===== src/rtl/hazard_pkg.sv =====
// Shared opcodes, constants and types for the RV32I hazard controller.
package hazard_pkg;

  localparam logic [6:0] OP_LUI    = 7'b0110111;
  localparam logic [6:0] OP_AUIPC  = 7'b0010111;
  localparam logic [6:0] OP_JAL    = 7'b1101111;
  localparam logic [6:0] OP_JALR   = 7'b1100111;
  localparam logic [6:0] OP_BRANCH = 7'b1100011;
  localparam logic [6:0] OP_LOAD   = 7'b0000011;
  localparam logic [6:0] OP_STORE  = 7'b0100011;
  localparam logic [6:0] OP_IMM    = 7'b0010011;
  localparam logic [6:0] OP_OP     = 7'b0110011;

  localparam logic [31:0] NOP = 32'h0000_0013;

  typedef enum logic [1:0] {
    FWD_RF = 2'b00,
    FWD_MA = 2'b01,
    FWD_WB = 2'b10
  } fwd_sel_e;

  typedef enum logic {
    RUN      = 1'b0,
    MEM_WAIT = 1'b1
  } state_e;

  typedef struct packed {
    logic [4:0] rd;
    logic [4:0] rs1;
    logic [4:0] rs2;
    logic       writes_rd;
    logic       uses_rs1;
    logic       uses_rs2;
    logic       is_load;
    logic       is_mem;
  } fields_t;

endpackage


===== src/rtl/hazard_ctrl_inst_fields.sv =====
// Register-field and operand-usage decode of one RV32I instruction word.
module inst_fields
  import hazard_pkg::*;
(
  input  logic [31:0] inst,
  output logic [4:0]  rd,
  output logic [4:0]  rs1,
  output logic [4:0]  rs2,
  output logic        writes_rd,
  output logic        uses_rs1,
  output logic        uses_rs2,
  output logic        is_load,
  output logic        is_mem
);

  logic [6:0] opcode;
  logic       has_rd;
  logic       unused_bits;

  assign opcode = inst[6:0];
  assign rd     = inst[11:7];
  assign rs1    = inst[19:15];
  assign rs2    = inst[24:20];
  assign unused_bits = ^{inst[31:25], inst[14:12]};

  // NOTE: every output of a combinational block gets a default first, so no path can infer a latch.
  always_comb begin
    has_rd   = 1'b0;
    uses_rs1 = 1'b1;
    uses_rs2 = 1'b0;
    is_load  = 1'b0;
    is_mem   = 1'b0;
    case (opcode)
      OP_LUI, OP_AUIPC, OP_JAL: begin
        has_rd   = 1'b1;
        uses_rs1 = 1'b0;
      end
      OP_JALR, OP_IMM: has_rd = 1'b1;
      OP_LOAD: begin
        has_rd  = 1'b1;
        is_load = 1'b1;
        is_mem  = 1'b1;
      end
      OP_OP: begin
        has_rd   = 1'b1;
        uses_rs2 = 1'b1;
      end
      OP_BRANCH: uses_rs2 = 1'b1;
      OP_STORE: begin
        uses_rs2 = 1'b1;
        is_mem   = 1'b1;
      end
      default: ;
    endcase
  end

  assign writes_rd = has_rd && (rd != 5'd0);

endmodule


===== src/rtl/hazard_ctrl.sv =====
// Forwarding, load-use stall, branch flush and data-memory freeze control
// for the 5-stage RV32I pipeline, with a sticky memory-wait watchdog.
module hazard_ctrl
  import hazard_pkg::*;
#(
  parameter int TIMEOUT = 64,
  parameter int CNT_W   = 16
) (
  input  logic             clk,
  input  logic             reset,
  input  logic [31:0]      inst_Id,
  input  logic [31:0]      inst_Ex,
  input  logic [31:0]      inst_Ma,
  input  logic [31:0]      inst_Wb,
  input  logic             pc_sel,
  input  logic             dmem_ready,
  output logic [1:0]       fwd_a_sel,
  output logic [1:0]       fwd_b_sel,
  output logic             stall_if,
  output logic             stall_id,
  output logic             flush_id,
  output logic             bubble_ex,
  output logic             freeze,
  output logic             mem_timeout,
  output logic [CNT_W-1:0] stall_cnt,
  output logic [CNT_W-1:0] flush_cnt
);

  localparam int WAIT_W = $clog2(TIMEOUT + 1);
  localparam logic [WAIT_W-1:0] WAIT_MAX = WAIT_W'(TIMEOUT);

  localparam int S_ID = 0;
  localparam int S_EX = 1;
  localparam int S_MA = 2;
  localparam int S_WB = 3;

  logic [31:0] insts [4];
  fields_t     f     [4];

  assign insts[S_ID] = inst_Id;
  assign insts[S_EX] = inst_Ex;
  assign insts[S_MA] = inst_Ma;
  assign insts[S_WB] = inst_Wb;

  for (genvar s = 0; s < 4; s++) begin : g_dec
    inst_fields u_fields (
      .inst      (insts[s]),
      .rd        (f[s].rd),
      .rs1       (f[s].rs1),
      .rs2       (f[s].rs2),
      .writes_rd (f[s].writes_rd),
      .uses_rs1  (f[s].uses_rs1),
      .uses_rs2  (f[s].uses_rs2),
      .is_load   (f[s].is_load),
      .is_mem    (f[s].is_mem)
    );
  end

  // Not every decoded field is needed in every stage.
  logic unused_fields;
  assign unused_fields = ^{f[S_ID], f[S_EX], f[S_MA], f[S_WB]};

  // MA holds the younger result, so it wins over WB; writes_rd already excludes x0.
  function automatic fwd_sel_e pick_src(input logic [4:0] rs, input fields_t ma, input fields_t wb);
    if (ma.writes_rd && ma.rd == rs) return FWD_MA;
    if (wb.writes_rd && wb.rd == rs) return FWD_WB;
    return FWD_RF;
  endfunction

  fwd_sel_e fwd_a, fwd_b;
  logic     load_use, mem_busy, active;

  assign fwd_a = pick_src(f[S_EX].rs1, f[S_MA], f[S_WB]);
  assign fwd_b = pick_src(f[S_EX].rs2, f[S_MA], f[S_WB]);

  assign load_use = f[S_EX].is_load && f[S_EX].writes_rd &&
                    ((f[S_ID].uses_rs1 && f[S_ID].rs1 == f[S_EX].rd) ||
                     (f[S_ID].uses_rs2 && f[S_ID].rs2 == f[S_EX].rd));

  assign mem_busy = f[S_MA].is_mem && !dmem_ready;

  // Reset level gates every control output so the pipeline is quiet while reset is low.
  assign active = reset && !mem_busy;

  assign fwd_a_sel = reset ? fwd_a : FWD_RF;
  assign fwd_b_sel = reset ? fwd_b : FWD_RF;
  assign freeze    = reset && mem_busy;
  assign flush_id  = active && pc_sel;
  assign bubble_ex = active && (pc_sel || load_use);
  assign stall_if  = active && !pc_sel && load_use;
  assign stall_id  = stall_if;

  state_e            state;
  logic [WAIT_W-1:0] wait_cnt;

  // NOTE: sequential state uses non-blocking assignments so every register samples pre-edge values.
  always_ff @(posedge clk or negedge reset) begin
    if (!reset) begin
      state       <= RUN;
      wait_cnt    <= '0;
      mem_timeout <= 1'b0;
    end else begin
      case (state)
        RUN: begin
          if (mem_busy) begin
            state    <= MEM_WAIT;
            wait_cnt <= WAIT_W'(1);
          end
        end
        MEM_WAIT: begin
          if (dmem_ready) begin
            state    <= RUN;
            wait_cnt <= '0;
          end else if (wait_cnt != WAIT_MAX) begin
            wait_cnt <= wait_cnt + WAIT_W'(1);
            if (wait_cnt == WAIT_MAX - WAIT_W'(1)) mem_timeout <= 1'b1;
          end
        end
        default: state <= RUN;
      endcase
    end
  end

  always_ff @(posedge clk or negedge reset) begin
    if (!reset) begin
      stall_cnt <= '0;
      flush_cnt <= '0;
    end else begin
      if ((stall_if || freeze) && stall_cnt != '1) stall_cnt <= stall_cnt + CNT_W'(1);
      if (flush_id && flush_cnt != '1)             flush_cnt <= flush_cnt + CNT_W'(1);
    end
  end

endmodule

===== config.mk =====
export PLATFORM = sky130hd
export DESIGN_NAME = hazard_ctrl
export DESIGN_NICKNAME = d
export VERILOG_FILES = /design/src/rtl/hazard_pkg.sv /design/src/rtl/hazard_ctrl_inst_fields.sv /design/src/rtl/hazard_ctrl.sv
export SDC_FILE = /design/constraint.sdc
export NUM_CORES = 1
export LEC_CHECK = 0
export CAP_MARGIN = 5
export CORE_ASPECT_RATIO = 1.75
export CORE_UTILIZATION = 40
export DETAILED_ROUTE_END_ITERATION = 16
export PLACE_DENSITY = 0.95
export REMOVE_ABC_BUFFERS = 1
export SYNTH_ARGS = -nofsm -noshare
export SYNTH_HDL_FRONTEND = slang
export SYNTH_SLANG_ARGS = --single-unit

===== constraint.sdc =====
create_clock -name clk -period 6 [get_ports clk]
set_clock_uncertainty 0.1 [all_clocks]
set_input_delay 1.2 -clock clk [delete_from_list [all_inputs] [get_ports clk]]
set_output_delay 1.2 -clock clk [all_outputs]
set_load 0.01 [all_outputs]

Word level (Yosys, flattened, before mapping)
Index checks and enable logic that the tools add are counted.

Input bits: 132. Register bits after elaboration: 41.

Multiplexer cells: 30. Add/subtract/negate cells: 3. Reduce and logical (&&, ||, !) cells: 37. Eq/ne operators: 40. Bitwise operators: 2.

Operators with widths (count): == test 7 x 6 -> 1 bit, second input constant (11); == test 7 bit, second input constant (8); == test 7 x 5 -> 1 bit, second input constant (7); adder 16 x 1 -> 16 bit, second input constant (2); inequality test 16 bit, second input constant (2); == test 5 bit (6); == test 7 x 2 -> 1 bit, second input constant (3); 2-to-1 mux 7 bit (3); OR reduction 7 bit (3); logical AND 1 bit (20); 2-to-1 mux 2 bit (10); 2-to-1 mux 1 bit (15); nonzero test 5 bit (3); case mux 7 bit (2 select lines) (1); adder 7 x 1 -> 7 bit, second input constant (1); inequality test 7 bit, second input constant (1); OR reduction 3 bit (2); AND reduction 4 bit (1); zero test 1 bit (3); logical OR 1 bit (3); inequality test 3 x 2 -> 1 bit, second input constant (1); inequality test 2 bit, second input constant (1); inverter 1 bit (2); case mux 1 bit (2 select lines) (1); 2 further kinds (2).

Depth between registers and ports, before layout
Depth after elaboration: 10. Gate-level depth with buffers: 8.

By module
A second synthesis with hierarchy kept.

Cells, all modules: 368. Area, all modules: 3289.4 um^2.

By module, submodules not included: hazard_ctrl (sequential area each 1026.0 um^2, area each 2413.6 um^2, cells an instance 240, times used 1); inst_fields (sequential area each 0.0 um^2, area each 219.0 um^2, cells an instance 32, times used 4).

Worst setup path before layout
OpenSTA, ideal clock, no wires.

Kind: input port to output port. Start: input inst_Id[6]. End: output stall_if. Slack: 2264 ps. Data required time: 4700 ps. Arrival: 2436 ps. Cell stages on the path: 6. Buffers on the path: 1. Cells stage by stage: and3_1 o2111a_2 nor4_4 o21ai_0 nor2_1 buf_4.

Word-level cells in the longest chain between the ends: 7. Elaborated cells between the ends (all ways): 15. Those cells by class: eq/ne (6); mux (2); reduce/logical (7).

Ends and longest elaborated chain: start: declaration (line hazard_ctrl.sv:11) `input logic [31:0] inst_Id,`; == test 7 x 6 -> 1 bit (tied with other cells); OR reduction 3 bit; 2-to-1 mux 1 bit (line hazard_ctrl_inst_fields.sv:33) `case (opcode)`; logical AND 1 bit, on equally long branches (line hazard_ctrl.sv:77, hazard_ctrl.sv:78); logical OR 1 bit * (line hazard_ctrl.sv:77) `((f[S_ID].uses_rs1 && f[S_ID].rs1 == f[S_EX].rd) ||`; logical AND 1 bit * (line hazard_ctrl.sv:76) `assign load_use = f[S_EX].is_load && f[S_EX].writes_rd &&`; logical AND 1 bit * (line hazard_ctrl.sv:90) `assign stall_if = active && !pc_sel && load_use;`; end: declaration (line hazard_ctrl.sv:19) `output logic stall_if,`.

Every way passes the cells marked *; elsewhere a longest branch is shown, timed or not.

Final worst setup path
Start: input inst_Ma[7]. End: output fwd_b_sel[1].

Word-level cells in the longest chain between the ends: 6. Elaborated cells between the ends (all ways): 7. Those cells by class: eq/ne (1); mux (3); reduce/logical (3).

Ends and longest elaborated chain: start: declaration (line hazard_ctrl.sv:13) `input logic [31:0] inst_Ma,`; nonzero test 5 bit (line hazard_ctrl_inst_fields.sv:57) `assign writes_rd = has_rd && (rd != 5'd0);`; logical AND 1 bit (line hazard_ctrl_inst_fields.sv:57); logical AND 1 bit * (line hazard_ctrl.sv:65) `if (ma.writes_rd && ma.rd == rs) return FWD_MA;`; 2-to-1 mux 1 bit * (line hazard_ctrl.sv:65); 2-to-1 mux 2 bit * (line hazard_ctrl.sv:66) `if (wb.writes_rd && wb.rd == rs) return FWD_WB;`; 2-to-1 mux 2 bit * (line hazard_ctrl.sv:86) `assign fwd_b_sel = reset ? fwd_b : FWD_RF;`; end: declaration (line hazard_ctrl.sv:18) `output logic [1:0] fwd_b_sel,`.

Marked as above.

==> results.sh <==
export IMPL_first_global_vias=2841
export IMPL_maxCapViolations=0
export IMPL_die_h_um=112.1
export IMPL_fin_setup_tns_ns=0
export IMPL_rows=39
export IMPL_cp_slowest_cell="or4_1"
export IMPL_critPathKind="primary input to output port"
export IMPL_cts_root_buffer="clkbuf_16"
export IMPL_cp_cell_sequence="clkdlybuf4s50_1, or4_1, nor2_1, a211oi_1, and4_1, nor3_1, clkdlybuf4s50_1"
export IMPL_hold_ws_ns=0.3809
export IMPL_htreeDepth=2
export IMPL_drive_above_1_share_pct=7.389
export IMPL_power_mw=0.7707
export IMPL_report_final_slew_viol_count=0
export IMPL_finalHoldViolCount=0
export IMPL_antenna_left=0
export IMPL_syn_avg_cell_area_um2=9.454
export IMPL_grt_max_degree=37
export IMPL_slew_headroom_pct=43.26
export IMPL_yosys_warnings=0
export IMPL_layout_common_cells="clkdlybuf4s50_1 (107), dfrtp_1 (41), xor2_1 (29)"
export IMPL_critPathBufInv=2
export IMPL_worstPathArrival_ns=3.36
export IMPL_synth_edff_count=0
export IMPL_die_x_um=64.91
export IMPL_cts_max_path_buffers=2
export IMPL_dr_total_vias=2661
export IMPL_cts_tree="yes"
export IMPL_gp_congestion=0.7992
export IMPL_die_area_um2=7275
export IMPL_power_leakage_nw=1.638
export IMPL_initial_core_util_pct=42.05
export IMPL_cts_buffers=5
export IMPL_path_max_fanout=3
export IMPL_critPathMaxStageDelay_ns=0.58
export IMPL_drtIter0Drc=46
export IMPL_dpl_cell_area_um2=3931
export IMPL_cts_resized=0
export IMPL_wirelength_um=8005
export IMPL_worst_slew_pin_transition_ns=0.8510
export IMPL_postLayoutCellArea_um2=4068
export IMPL_io_buffers=108
export IMPL_postSynthCellCount=293
export IMPL_cts_sinks=41
export IMPL_hpwl_um=6433
export IMPL_ios=174
export IMPL_synth_cell_types=51
export IMPL_critPathCaptureType="output port"
export IMPL_synth_ff_type="dfrtp_1"
export IMPL_outcome="complete, no violations"
export IMPL_antenna_found_initial=0
export IMPL_crit_path_frequent_cell="clkdlybuf4s50_1"
export IMPL_synth_seq_cells=41
export IMPL_synth_area_um2=2770
export IMPL_final_util_pct=61.75
export IMPL_n_antenna_cell=0
export IMPL_peakVddDrop_uv=152.1
export IMPL_cts_hold_buf=0
export IMPL_rsz0062_at_grt="false"
export IMPL_dp_cells=480
export IMPL_post_cts_buffers=0
export IMPL_critical_path_top_delay_family="buffers and inverters"
export IMPL_core_um2=6588
export IMPL_syn2layout_area_growth_pct=46.84
export IMPL_dr_pass1_iters=5
export IMPL_clk_latency_ns=0.28
export IMPL_clk_pin_slew_ns=0.06
export IMPL_power_density_nw_per_um2=189.5
export IMPL_post_route_period_util_pct=77.60
export IMPL_final_nets=541
export IMPL_layout_commonest_cell="clkdlybuf4s50_1"
export IMPL_hold_class="flip-flop to flip-flop"
export IMPL_drc=0
export IMPL_required_ns=4.70
export IMPL_max_freq_ghz=0.2148
export IMPL_ys_seq_area_share_pct=37.04
export IMPL_synthArstFlopShare_pct=100.0
export IMPL_grt_pass1_wl_um=12500
export IMPL_pre_cts_ws_ns=1.343
export IMPL_drt_vias_per_instance=5.453
export IMPL_critPathLaunchType="primary input"
export IMPL_wl_per_cell_um=16.40
export IMPL_min_period_ns=4.656
export IMPL_fin_cells=488
export IMPL_grtUsageTotal_pct=22.58
export IMPL_setup_viol=0
export IMPL_fin_ws_ns=1.344
export IMPL_overflow=0
==> final timing paths <==
check	from	slack, ns	endpoint	depth (start not counted)
worst max-delay path	inst_Ma[7]	1.34	fwd_b_sel[1]	7
worst min-delay path	mem_timeout	0.38	mem_timeout	1
worst max register to register	stall_cnt[0]	3.44	stall_cnt[1]	7
worst min register to register	mem_timeout	0.38	mem_timeout	1
max in group asynchronous	reset	4.34	flush_cnt[7]	2
min in group asynchronous	reset	0.72	stall_cnt[8]	1
==> flip-flops by register name, indices dropped and copies added, names as in the netlist <==
signal / flops
wait_cnt: 7
mem_timeout: 1
stall_cnt: 16
flush_cnt: 16
state: 1
==> synth_stat cells (all sizes together) (4+ instances only) <==
| cell | instances | share of area (%) |
|---|---|---|
| mux2 | 4 | 1.6 |
| dfrtp | 41 | 37 |
| o21ai | 16 | 3.0 |
| ha | 4 | 1.8 |
| and3 | 9 | 2.0 |
| nand2b | 5 | 1.1 |
| xnor2 | 25 | 7.9 |
| nand3 | 15 | 2.7 |
| nor3 | 11 | 2.0 |
| a211oi | 11 | 4.1 |
| nor4 | 5 | 2.4 |
| nand4 | 10 | 2.3 |
| nor2 | 21 | 2.8 |
| nand2 | 24 | 3.3 |
| inv | 11 | 1.5 |
| xor2 | 29 | 9.2 |
| a211o | 4 | 1.3 |
==> cell type report <==
cell class                      count  area [µm²]
Fill cell                         562        2520
Multi-Input combinational cell    236        1670
Timing Repair Buffer              110        1091
Sequential cell                    41        1026
Clock buffer                        8       136.4
Tap cell                           82       102.6
Inverter                           11       41.29
==> report_power, final <==
| group | switching (mW) | total [mW] | internal [mW] |
|---|---|---|---|
| sequential | 0.0279 | 0.328 | 0.300 |
| clock | 0.103 | 0.258 | 0.155 |
| combinational | 0.0735 | 0.185 | 0.111 |
| total | 0.205 | 0.771 | 0.566 |
==> cell families (layout without fill, tap and decap cells) <==
group / Yosys count / after routing / synth area share (%)
AO/OA/AOI/OAI: 50 / 50 / 14.09
XOR/XNOR: 54 / 54 / 17.07
adder cells (fa/ha/maj): 4 / 4 / 1.807
buffers and inverters: 16 / 129 / 2.664
flip-flops: 41 / 41 / 37.04
multiplexers: 7 / 7 / 2.710
AND/OR/NAND/NOR: 121 / 121 / 24.62
==> metal layers <==
layer  global-route usage, %  wire (µm)  up-vias
met4                   12.44        307        0
li1                        -          -     1286
met2                   44.58       4499       90
met5                       0          0        -
met3                   5.793        520       23
met1                   19.17       2678     1262
Power figures use the tool's default switching activity.
==> patch 1 (config.mk and constraints unchanged) <==
Reset style: synchronous (`reset`), changed in 2 clocked blocks.
--- a/src/rtl/hazard_ctrl.sv
+++ b/src/rtl/hazard_ctrl.sv
@@ -94,7 +94,7 @@
   logic [WAIT_W-1:0] wait_cnt;
 
   // NOTE: sequential state uses non-blocking assignments so every register samples pre-edge values.
-  always_ff @(posedge clk or negedge reset) begin
+  always_ff @(posedge clk) begin
     if (!reset) begin
       state       <= RUN;
       wait_cnt    <= '0;
@@ -121,7 +121,7 @@
     end
   end
 
-  always_ff @(posedge clk or negedge reset) begin
+  always_ff @(posedge clk) begin
     if (!reset) begin
       stall_cnt <= '0;
       flush_cnt <= '0;
Formal check against the unedited RTL: differs if reset is asserted again (counterexample within 4 cycles, from zero or initial values and one cycle with reset low); with reset held inactive, the same outputs for 10 cycles.
==> patch 1 against the original RTL <==
Critical path depth unchanged; total power is 9.8% lower; cell area shrank 1.1%; sequential cell count unchanged; setup slack lost 0.14 ns; routed wire length down 2.7%; cell count rose by 4.3%; area after synthesis down 2.3%; critical endpoint unchanged.
==> patch 1: results (changes against the original RTL) <==
Async SR Flop Fraction=0 (was 1.00); largest net degree at the start of global routing=28 (was 37); CTS HTree Levels=2 (unchanged); gr usage total=0.219 (was 0.226); vias per cell=5.57 (was 5.45); iteration count of the initial detailed-routing pass=4 (was 5); global-route wire length before repair=12300 um (was 12500 um); Commonest cells post-synth=dfxtp_1 (41), nor2_1 (27), xnor2_1 (23), nand2_1 (22), nand3_1 (22) (was dfrtp_1 (41), xor2_1 (29), xnor2_1 (25), nand2_1 (24), nor2_1 (21)); # fillers=571 (was 562); DP Wirelength=5870 um (was 6430 um); Yosys cell types=62 (was 51); compound-cell area share of the yosys netlist=0.152 (was 0.141); DR iter-0 viols=111 (was 46); leakage power total=1.35 nW (was 1.64 nW); Worst VDD drop=0.233 mV (was 0.152 mV); yosys warns=0 (unchanged); vias in the first global route=2750 (was 2841); Max clock buf depth=2 (unchanged); status=complete, no violations (unchanged); adder-cell share of the synthesized area=0.0185 (was 0.0181); Routability Congestion=0.802 (was 0.799); Seq/Total Area, Yosys=0.303 (was 0.370); critical path fanouts, max=3 (unchanged); placed cell areas=3840 um2 (was 3930 um2); ANT cells=0 (unchanged); Final nets=562 (was 541); Setup Slack @ Placement=1.21 ns (was 1.34 ns); combinational power share=0.148 (was 0.240); P_clk=0.317 mW (was 0.258 mW); xor and xnor area share after synthesis=0.142 (was 0.171); largest family of logic cells by synthesized area=simple AND/OR/NAND/NOR gates (unchanged); relative slew slack=0.495 (was 0.433); clk root buf=clkbuf_16 (unchanged); switching portion of total power=0.219 (was 0.266); largest cells by area after synthesis=dfxtp_1 (30%), xnor2_1 (7.4%), xor2_1 (6.8%) (was dfrtp_1 (37%), xor2_1 (9.2%), xnor2_1 (7.9%)); final wirelength=7790 um (was 8010 um); post-synthesis mux area share=0.0148 (was 0.0271); post-CTS sizing=0 (unchanged); layout cells sized above 1=0.0890 (was 0.0739); biggest regs=flush_cnt x16, stall_cnt x16, wait_cnt x7 (unchanged)
-- patch 1: cell types whose count changed after synthesis, sizes merged, moves of 4 or more --
| cell | delta |
|---|---|
| a211oi | -8 |
| a21oi | +14 |
| and2 | +5 |
| and4 | +4 |
| dfrtp | -41 |
| dfxtp | +41 |
| mux2 | -4 |
| nand3 | +7 |
| nor2 | +6 |
| o21ai | -8 |
| o31ai | +6 |
| or4 | +8 |
| xor2 | -8 |
-- patch 1: routing by layer --
layer  up-vias  wire, um  track usage
met5         -         0            0
met4         0       206        0.104
met3        14       704       0.0638
met2       124      3850        0.394
met1      1315      3030        0.225
li1       1383         -            -
-- patch 1: area by class of cell --
class	count	share of cell area
Multi-Input combinational cell	257	0.441
Clock inverter	2	0.00933
Tap cell	82	0.0255
Sequential cell	41	0.204
Timing Repair Buffer	112	0.277
Clock buffer	6	0.0345
Inverter	9	0.00840
-- patch 1: worst paths after layout --
check / start / to / slack [ns] / cells after the start
max: inst_Ma[7] / fwd_b_sel[1] / 1.20 / 7
min reg2reg: mem_timeout / mem_timeout / 0.37 / 2
min: mem_timeout / mem_timeout / 0.37 / 2
max reg2reg: stall_cnt[6] / stall_cnt[13] / 3.70 / 7
-- patch 1: critical path, stage by stage --
cell and delay (ns):
clkdlybuf4s50_1 0.48, or4_1 0.57, o211ai_1 0.22, a21oi_1 0.08, and4_1 0.19, nor3_1 0.20, clkdlybuf4s50_1 0.56
-- patch 1: through the flow --
step / util / total power, mW / hold slack (ns) / instances
finish: 0.615 / 0.695 / 0.370 / 509
global route: 0.615 / 0.717 / 0.414 / 509
CTS: 0.614 / 0.699 / 0.376 / 508
detailed placement: 0.587 / 0.384 / 0.361 / 500
global placement: 0.587 / 0.381 / 0.353 / 500
floorplan: - / 0.315 / 0.375 / 307
==> patch 2 (same settings) <==
Without the edit above. Set the parameter `CNT_W` to 20 (it was 16).
--- a/src/rtl/hazard_ctrl.sv
+++ b/src/rtl/hazard_ctrl.sv
@@ -4,7 +4,7 @@
   import hazard_pkg::*;
 #(
   parameter int TIMEOUT = 64,
-  parameter int CNT_W   = 16
+  parameter int CNT_W   = 20
 ) (
   input  logic             clk,
   input  logic             reset,
Ports: changed (resized flush_cnt and stall_cnt); port bits go from 174 to 182. No check against the original RTL was run, so the function may have changed too.
==> patch 2 against the original RTL <==
Area after synthesis is 12% higher; global-route usage fell by 2.9 points; sequential cell count up 8; setup slack lost 0.24 ns; register-to-register slack improved by 0.39 ns; routed wire length fell by 2.8%; cell area grew 11%; sequential share of layout area increased by 1.8 points; total power grew 21%; largest power group unchanged.
==> patch 2: results (changes against the original RTL) <==
vias in the first global route=2870 (was 2841); placed cell areas=4350 um2 (was 3930 um2); # placed instances=512 (was 480); initial antenna violation count=0 (unchanged); layout cells sized above 1=0.0625 (was 0.0739); Detail Route met2 WL=4280 um (was 4500 um); CTS buffer count=5 (unchanged); gr usage total=0.197 (was 0.226); post-route non-filler standard cell count=520 (was 488); Critical Path AT=3.59 ns (was 3.36 ns); critical path fanouts, max=17 (was 3); met3 WL=381 um (was 520 um); compound-cell area share of the yosys netlist=0.112 (was 0.141); hold_buf cts=0 (unchanged); post-synthesis mux area share=0.0177 (was 0.0271); # fillers=617 (was 562); Met1 Wirelength=2910 um (was 2680 um); global-route wire length before repair=12500 um (about the same); pin slew with the least headroom to its limit=0.843 ns (was 0.851 ns); vias per cell=5.48 (was 5.45); Setup Slack @ Placement=1.11 ns (was 1.34 ns); status=complete, no violations (unchanged); Seq/Total Area, Yosys=0.395 (was 0.370); Syn Inst Count=311 (was 293); Worst VDD drop=0.179 mV (was 0.152 mV); adder-cell share of the synthesized area=0.0161 (was 0.0181); xor and xnor area share after synthesis=0.197 (was 0.171); Final nets=567 (was 541); Routability Congestion=0.866 (was 0.799); post-CTS sizing=0 (unchanged); biggest regs=flush_cnt x20, stall_cnt x20, wait_cnt x7 (was flush_cnt x16, stall_cnt x16, wait_cnt x7); largest cells by area after synthesis=dfrtp_1 (39%), xnor2_1 (11%), xor2_1 (8.7%) (was dfrtp_1 (37%), xor2_1 (9.2%), xnor2_1 (7.9%)); WL/cell=15.0 um (was 16.4 um); HP Class=flip-flop to flip-flop (unchanged); Max clock buf depth=2 (unchanged); area of the multi-input gates=1820 um2 (was 1670 um2); DR iter-0 viols=146 (was 46); GRT met1 Usage=0.210 (was 0.192); Commonest cells post-synth=dfrtp_1 (49), xnor2_1 (39), xor2_1 (31), nand2_1 (23), and3_1 (19) (was dfrtp_1 (41), xor2_1 (29), xnor2_1 (25), nand2_1 (24), nor2_1 (21)); DP Wirelength=6300 um (was 6430 um); port bufs=116 (was 108); GRT met3 Usage=0.0280 (was 0.0579); leakage power total=1.91 nW (was 1.64 nW); Clk Latency, worst-skew pair=0.29 ns; largest net degree at the start of global routing=36 (was 37); ANT cells=0 (unchanged); iteration count of the initial detailed-routing pass=4 (was 5); Yosys cell types=54 (was 51); grt met2 use=0.366 (was 0.446)
## patch 2: final cells by class
cell class,instances,area share
clock buffers,6,0.0307
repair buffers,117,0.257
multi-input cells,249,0.402
inverters,9,0.00746
flip-flops and latches,49,0.271
clock inverters,2,0.00829
well taps,88,0.0243
## patch 2: critical path: stages
cell             delay, ns
clkdlybuf4s50_1       0.44
or2_2                 0.32
nor4_2                0.37
nand2_1               0.27
clkinv_1              0.38
clkdlybuf4s50_1       0.61
## patch 2: report_power, final
group,switching [mW],internal (mW)
Clock,0.123,0.208
Sequential,0.0360,0.360
Combinational,0.0872,0.120
## patch 2: path summary, 6_finish.rpt
check,startpoint,end,slack (ns),cells past startpoint
setup / recovery,dmem_ready,freeze,1.11,6
hold / removal,mem_timeout,mem_timeout,0.39,2
setup reg to reg,stall_cnt[8],stall_cnt[5],3.83,6
hold reg to reg,mem_timeout,mem_timeout,0.39,2
max in group asynchronous,reset,stall_cnt[1],4.24,2
min in group asynchronous,reset,stall_cnt[16],0.75,1
